[config.mk]
export PLATFORM = sky130hd
export DESIGN_NAME = ltssm_detect_polling_ctrl
export DESIGN_NICKNAME = d
export VERILOG_FILES = /design/src/rtl/ltssm_detect_polling_ctrl.sv
export SDC_FILE = /design/constraint.sdc
export NUM_CORES = 1
export LEC_CHECK = 0
export ABC_AREA = 1
export ABC_CLOCK_PERIOD_IN_PS = 1900
export CORE_ASPECT_RATIO = 1.1
export CORE_MARGIN = 2
export CORE_UTILIZATION = 60
export CTS_BUF_LIST = sky130_fd_sc_hd__clkbuf_2 sky130_fd_sc_hd__clkbuf_4 sky130_fd_sc_hd__clkbuf_8
export DETAILED_ROUTE_END_ITERATION = 10
export GPL_TIMING_DRIVEN = 0
export PLACE_DENSITY = 0.82
export SYNTH_ARGS = -nofsm -noshare
export SYNTH_HDL_FRONTEND = slang
export SYNTH_SLANG_ARGS = --single-unit
[constraint.sdc]
create_clock -name Pclk -period 1.9 [get_ports Pclk]
set_clock_uncertainty 0.05 [all_clocks]
set_input_delay 0.19 -clock Pclk [delete_from_list [all_inputs] [get_ports Pclk]]
set_output_delay 0.19 -clock Pclk [all_outputs]
set_load 0.02 [all_outputs]
[src/rtl/ltssm_detect_polling_ctrl.sv]
// LTSSM front end: Detect.Quiet/Active, Polling.Active/Configuration, then a
// link-trained hand-off state. Drives the shared Timer, PIPE rx-detect and TX OS requests.
module ltssm_detect_polling_ctrl #(
  parameter int unsigned TS1_TX_MIN   = 1024,
  parameter int unsigned RX_CONSEC    = 8,
  parameter int unsigned TS2_TX_AFTER = 16,
  parameter int unsigned CNT_WIDTH    = 11
) (
  input  logic       Pclk,
  input  logic       Reset,
  input  logic       RxElecIdle,
  input  logic       PhyStatus,
  input  logic [2:0] RxStatus,
  input  logic       TS1Sent,
  input  logic       TS2Sent,
  input  logic       TS1Rcvd,
  input  logic       TS2Rcvd,
  input  logic       OtherRcvd,
  input  logic       TimeOut,
  output logic       TimerStart,
  output logic       TimerEnable,
  output logic [2:0] TimerIntervalCode,
  output logic       TxDetectRx,
  output logic       SendTS1,
  output logic       SendTS2,
  output logic       LinkUp,
  output logic [2:0] State
);

  localparam logic [CNT_WIDTH-1:0] TX1_MAX  = CNT_WIDTH'(TS1_TX_MIN);
  localparam logic [CNT_WIDTH-1:0] RX_MAX   = CNT_WIDTH'(RX_CONSEC);
  localparam logic [CNT_WIDTH-1:0] TX2_MAX  = CNT_WIDTH'(TS2_TX_AFTER);
  localparam logic [CNT_WIDTH-1:0] CNT_ONE  = CNT_WIDTH'(1);
  localparam logic [2:0]           RX_FOUND = 3'b011;

  typedef enum logic [2:0] {
    DQUIET  = 3'd0,
    DACTIVE = 3'd1,
    PACTIVE = 3'd2,
    PCONFIG = 3'd3,
    DONE    = 3'd4
  } state_e;

  state_e               state_q, state_d;
  logic [CNT_WIDTH-1:0] tx1_cnt_q, tx1_cnt_d;
  logic [CNT_WIDTH-1:0] rx_cnt_q, rx_cnt_d;
  logic [CNT_WIDTH-1:0] tx2_cnt_q, tx2_cnt_d;
  logic                 seen_ts2_q, seen_ts2_d;

  logic                 timer_start_q;
  logic                 timer_en_q;
  logic [2:0]           interval_q;
  logic                 tx_detect_q;
  logic                 send_ts1_q;
  logic                 send_ts2_q;
  logic                 link_up_q;
  logic                 timeout_ok;

  function automatic logic [2:0] interval_code(input state_e s);
    logic [2:0] code;
    case (s)
      DQUIET:  code = 3'b001;
      DACTIVE: code = 3'b100;
      PACTIVE: code = 3'b010;
      PCONFIG: code = 3'b011;
      DONE:    code = 3'b000;
      default: code = 3'b001;
    endcase
    return code;
  endfunction

  // The timer is still restarting during the entry cycle, so its TimeOut is stale then.
  assign timeout_ok = TimeOut & ~timer_start_q;

  // Next state and ordered-set counters.
  always_comb begin
    state_d    = state_q;
    tx1_cnt_d  = tx1_cnt_q;
    rx_cnt_d   = rx_cnt_q;
    tx2_cnt_d  = tx2_cnt_q;
    seen_ts2_d = seen_ts2_q;

    case (state_q)
      DQUIET: begin
        if (timeout_ok || (!RxElecIdle && !timer_start_q)) begin
          state_d = DACTIVE;
        end
      end

      DACTIVE: begin
        if (PhyStatus) begin
          state_d = (RxStatus == RX_FOUND) ? PACTIVE : DQUIET;
        end else if (timeout_ok) begin
          state_d = DQUIET;
        end
      end

      PACTIVE: begin
        if (TS1Sent && (tx1_cnt_q != TX1_MAX)) begin
          tx1_cnt_d = tx1_cnt_q + CNT_ONE;
        end
        if (OtherRcvd) begin
          rx_cnt_d = '0;
        end else if ((TS1Rcvd || TS2Rcvd) && (rx_cnt_q != RX_MAX)) begin
          rx_cnt_d = rx_cnt_q + CNT_ONE;
        end
        if ((tx1_cnt_q == TX1_MAX) && (rx_cnt_q == RX_MAX)) begin
          state_d = PCONFIG;
        end else if (timeout_ok) begin
          state_d = DQUIET;
        end
      end

      PCONFIG: begin
        if (TS1Rcvd || OtherRcvd) begin
          rx_cnt_d = '0;
        end else if (TS2Rcvd && (rx_cnt_q != RX_MAX)) begin
          rx_cnt_d = rx_cnt_q + CNT_ONE;
        end
        if (TS2Rcvd) begin
          seen_ts2_d = 1'b1;
        end
        // Only TS2s sent after the partner's first TS2 is seen count toward exit.
        if (TS2Sent && seen_ts2_q && (tx2_cnt_q != TX2_MAX)) begin
          tx2_cnt_d = tx2_cnt_q + CNT_ONE;
        end
        if ((rx_cnt_q == RX_MAX) && (tx2_cnt_q == TX2_MAX)) begin
          state_d = DONE;
        end else if (timeout_ok) begin
          state_d = DQUIET;
        end
      end

      DONE: begin
        state_d = DONE;
      end

      default: begin
        state_d = DQUIET;
      end
    endcase

    if (state_d != state_q) begin
      tx1_cnt_d  = '0;
      rx_cnt_d   = '0;
      tx2_cnt_d  = '0;
      seen_ts2_d = 1'b0;
    end
  end

  // State, counters and outputs; outputs follow the state being entered.
  always_ff @(posedge Pclk) begin
    if (!Reset) begin
      state_q       <= DQUIET;
      tx1_cnt_q     <= '0;
      rx_cnt_q      <= '0;
      tx2_cnt_q     <= '0;
      seen_ts2_q    <= 1'b0;
      timer_start_q <= 1'b1;
      timer_en_q    <= 1'b1;
      interval_q    <= 3'b001;
      tx_detect_q   <= 1'b0;
      send_ts1_q    <= 1'b0;
      send_ts2_q    <= 1'b0;
      link_up_q     <= 1'b0;
    end else begin
      state_q       <= state_d;
      tx1_cnt_q     <= tx1_cnt_d;
      rx_cnt_q      <= rx_cnt_d;
      tx2_cnt_q     <= tx2_cnt_d;
      seen_ts2_q    <= seen_ts2_d;
      timer_start_q <= (state_d != state_q);
      timer_en_q    <= (state_d != DONE);
      interval_q    <= interval_code(state_d);
      tx_detect_q   <= (state_d == DACTIVE);
      send_ts1_q    <= (state_d == PACTIVE);
      send_ts2_q    <= (state_d == PCONFIG);
      link_up_q     <= (state_d == DONE);
    end
  end

  assign State             = state_q;
  assign TimerStart        = timer_start_q;
  assign TimerEnable       = timer_en_q;
  assign TimerIntervalCode = interval_q;
  assign TxDetectRx        = tx_detect_q;
  assign SendTS1           = send_ts1_q;
  assign SendTS2           = send_ts2_q;
  assign LinkUp            = link_up_q;

endmodule

==> reports/qor.txt <==
Utilization after layout -> 80.80%
Fin nets -> 469
Die Width -> 70.26 um
Final ANT Viol Nets -> 0
Mapped Cells -> 398
Final wirelength -> 7406 um
Peak supply drop -> 755.2 uV
Top_reg_cell synth -> dfxtp_1
Synth area leader -> dfxtp_1
Drt drc -> 0
Max_cap viols -> 0
WL per Instance -> 14.61 um
Clock Latency Late Sink -> 0.31 ns
Async S/R FF share, synth -> 0%
Area share of the largest cell type after synthesis -> 31.09%
Area grow syn2layout -> 29.71%
Post-synth EDFFs -> 0
Sequential area share after synthesis -> 31.09%
Count leader, synth -> nand2_1
Placed Cells -> 478
Hpwl dp -> 4189 um
Root Driver -> clkbuf_8
Critical path capture point type -> register
Num ports -> 25
Mean post-synth cell area -> 7.281 um2
Sink Count -> 45
Drt first-iter violations -> 299
Power, Total -> 2.195 mW
Remaining Overflow, GRT -> 0
CP Launch Type -> register
Synthesized cell area -> 2898 um2
Data arrival time of the worst path -> 2.12 ns
Die area -> 5402 um2
Core area -> 4652 um2
Multi-input gate area -> 1778 um2
ANT cells -> 0
TritonCTS clock tree -> done
First-pass GRT wire length -> 10,370 um
Synth area leaders -> dfxtp_1 (31%), nor2_4 (12%), nand2_1 (9.2%)
Drt via density -> 5.536
Final slew viol count -> 0
Setup Crit Path Kind -> reg -> reg
Final setup margin -> -0.03102 ns
Slew @ Worst Pin -> 0.5334 ns
Max FO, Critical Path -> 6
Final hold vios -> 0
Yosys warning total -> 0
Flops & latches, synth -> 45
Top cells by count, synth -> nand2_1 (71), inv_1 (68), nor2_1 (51)
Power per cell area -> 584.1 nW/um2
Placed Area -> 3208 um2
Worst Path Required -> 2.09 ns
Via count -> 2,807
Number of distinct library cells after synthesis -> 32
# port buffers -> 24
Setup Viol. Count Final -> 14
# rows -> 26
Drt pass-1 iters -> 6
# fillers -> 297
Gr usage total -> 23.19%
Final Instance Area -> 3759 um2
Hold Crit Class -> in -> reg
Largest net degree at the start of global routing -> 16
Count of hold-fix buffers inserted at cts -> 0
H-tree levels -> 2
Clock Path Buffers -> 2
Die height -> 76.89 um
Register area -> 922.1 um2
RSZ-0062 raised after global routing -> true
Static Leak -> 1.418 nW
Vias in the first global route -> 2,442
Crit share post-route -> 101.6%
Share of layout cells above drive strength 1 -> 29.05%
CTS buffer count -> 5
Post-Layout Cell Count -> 507
Relative slew slack -> 64.44%
GP Congestion -> 0.8918
Fmax -> 0.5179 GHz
Status -> finished, violations left
Fin crit period -> 1.931 ns
Failing checks -> negative setup slack
Initial antenna violation count -> 0
CTS clock-pin slew for the worst setup and hold paths -> 0.10 ns
Mapped Nets -> 417
Initial Util -> 62.29%
[per-stage QoR]
step	setup TNS [ns]	setup WS (ns)	hold slack, ns
CTS	-0.0005043	-0.0005043	0.4292
detailed placement	-1.646	-0.06702	0.5102
floorplan	0	0.1505	0.2241
global route	-3.189	-0.1599	0.4619
global placement	-0.9555	-0.04469	0.5026
finish	-0.09401	-0.03102	0.4329
[flip-flops by register name, summed over array words and instances, names as in the netlist]
name and count:
State 3, TimerEnable 1, LinkUp 1, SendTS1 1, seen_ts2_q 1, TimerIntervalCode 3, TimerStart 1, tx1_cnt_q 11
rx_cnt_q 11, tx2_cnt_q 11, SendTS2 1
[layout make-up]
| type | instances | area share [%] |
|---|---|---|
| repair buffers | 45 | 12.38 |
| clock inverters | 3 | 1.831 |
| flip-flops and latches | 45 | 24.53 |
| plain buffers | 8 | 2.696 |
| well taps | 56 | 1.864 |
| inverters | 75 | 7.557 |
| clock buffers | 5 | 1.831 |
| multi-input cells | 270 | 47.30 |
[cells by family (layout without fill, tap and decap cells)]
logic type / after synthesis / count (layout) / synth area share, %
adder cells (fa/ha/maj): 6 / 6 / 2.591
buffers and inverters: 83 / 136 / 12.91
flip-flops: 45 / 45 / 31.09
AND/OR/NAND/NOR: 214 / 214 / 41.15
XOR/XNOR: 18 / 18 / 5.440
AO/OA/AOI/OAI: 32 / 32 / 6.822
[cell usage in the layout (no fill, tap or decap), types with 11 or more instances in the layout]
cell / instances
nand4_1: 11
xor2_1: 13
inv_2: 11
nand3_1: 17
clkdlybuf4s50_1: 24
nor2_1: 44
nor2_4: 36
nand2_1: 68
dfxtp_1: 34
inv_1: 62
buf_4: 16
[report_power, final]
part           switching (mW)  internal [mW]
Sequential            0.00696          0.947
Clock                   0.369          0.530
Combinational           0.178          0.165
Total                   0.553           1.64
[timing repair]
item,CTS,global route
gates resized for setup,6,60
setup buffers,0,18
cloned,0,3
pin swaps,1,13
setup endpoints to repair,29,31
[metal layers]
layer	GRT usage (%)	routed length, um	vias up
li1	-	-	1345
met1	27.52	2911	1300
met2	40.38	3822	136
met3	4.731	438	26
met4	9.423	233	0
met5	0	0	-
[critical path, stage by stage (launching register included)]
cell	delay (ns)
dfxtp_4	0.39
inv_2	0.05
nor2_2	0.09
nand3_2	0.10
nor2_4	0.22
nand3_4	0.14
nand3_4	0.12
nor2_4	0.05
nor2_4	0.17
nand2_8	0.09
buf_4	0.17
buf_4	0.13
nor2_1	0.10
[final timing paths]
kind / start / end / slack [ns] / cells after the start
setup / recovery: rx_cnt_q[3]$_SDFFE_PP0P_ / rx_cnt_q[8]$_SDFFE_PP0P_ / -0.03 / 12
hold / removal: Reset / TimerIntervalCode[0]$_SDFF_PN1_ / 0.43 / 2
setup reg to reg: rx_cnt_q[3]$_SDFFE_PP0P_ / rx_cnt_q[8]$_SDFFE_PP0P_ / -0.03 / 12
hold reg to reg: tx2_cnt_q[4]$_SDFFE_PP0P_ / tx2_cnt_q[4]$_SDFFE_PP0P_ / 0.56 / 3
Power figures use the tool's default switching activity.
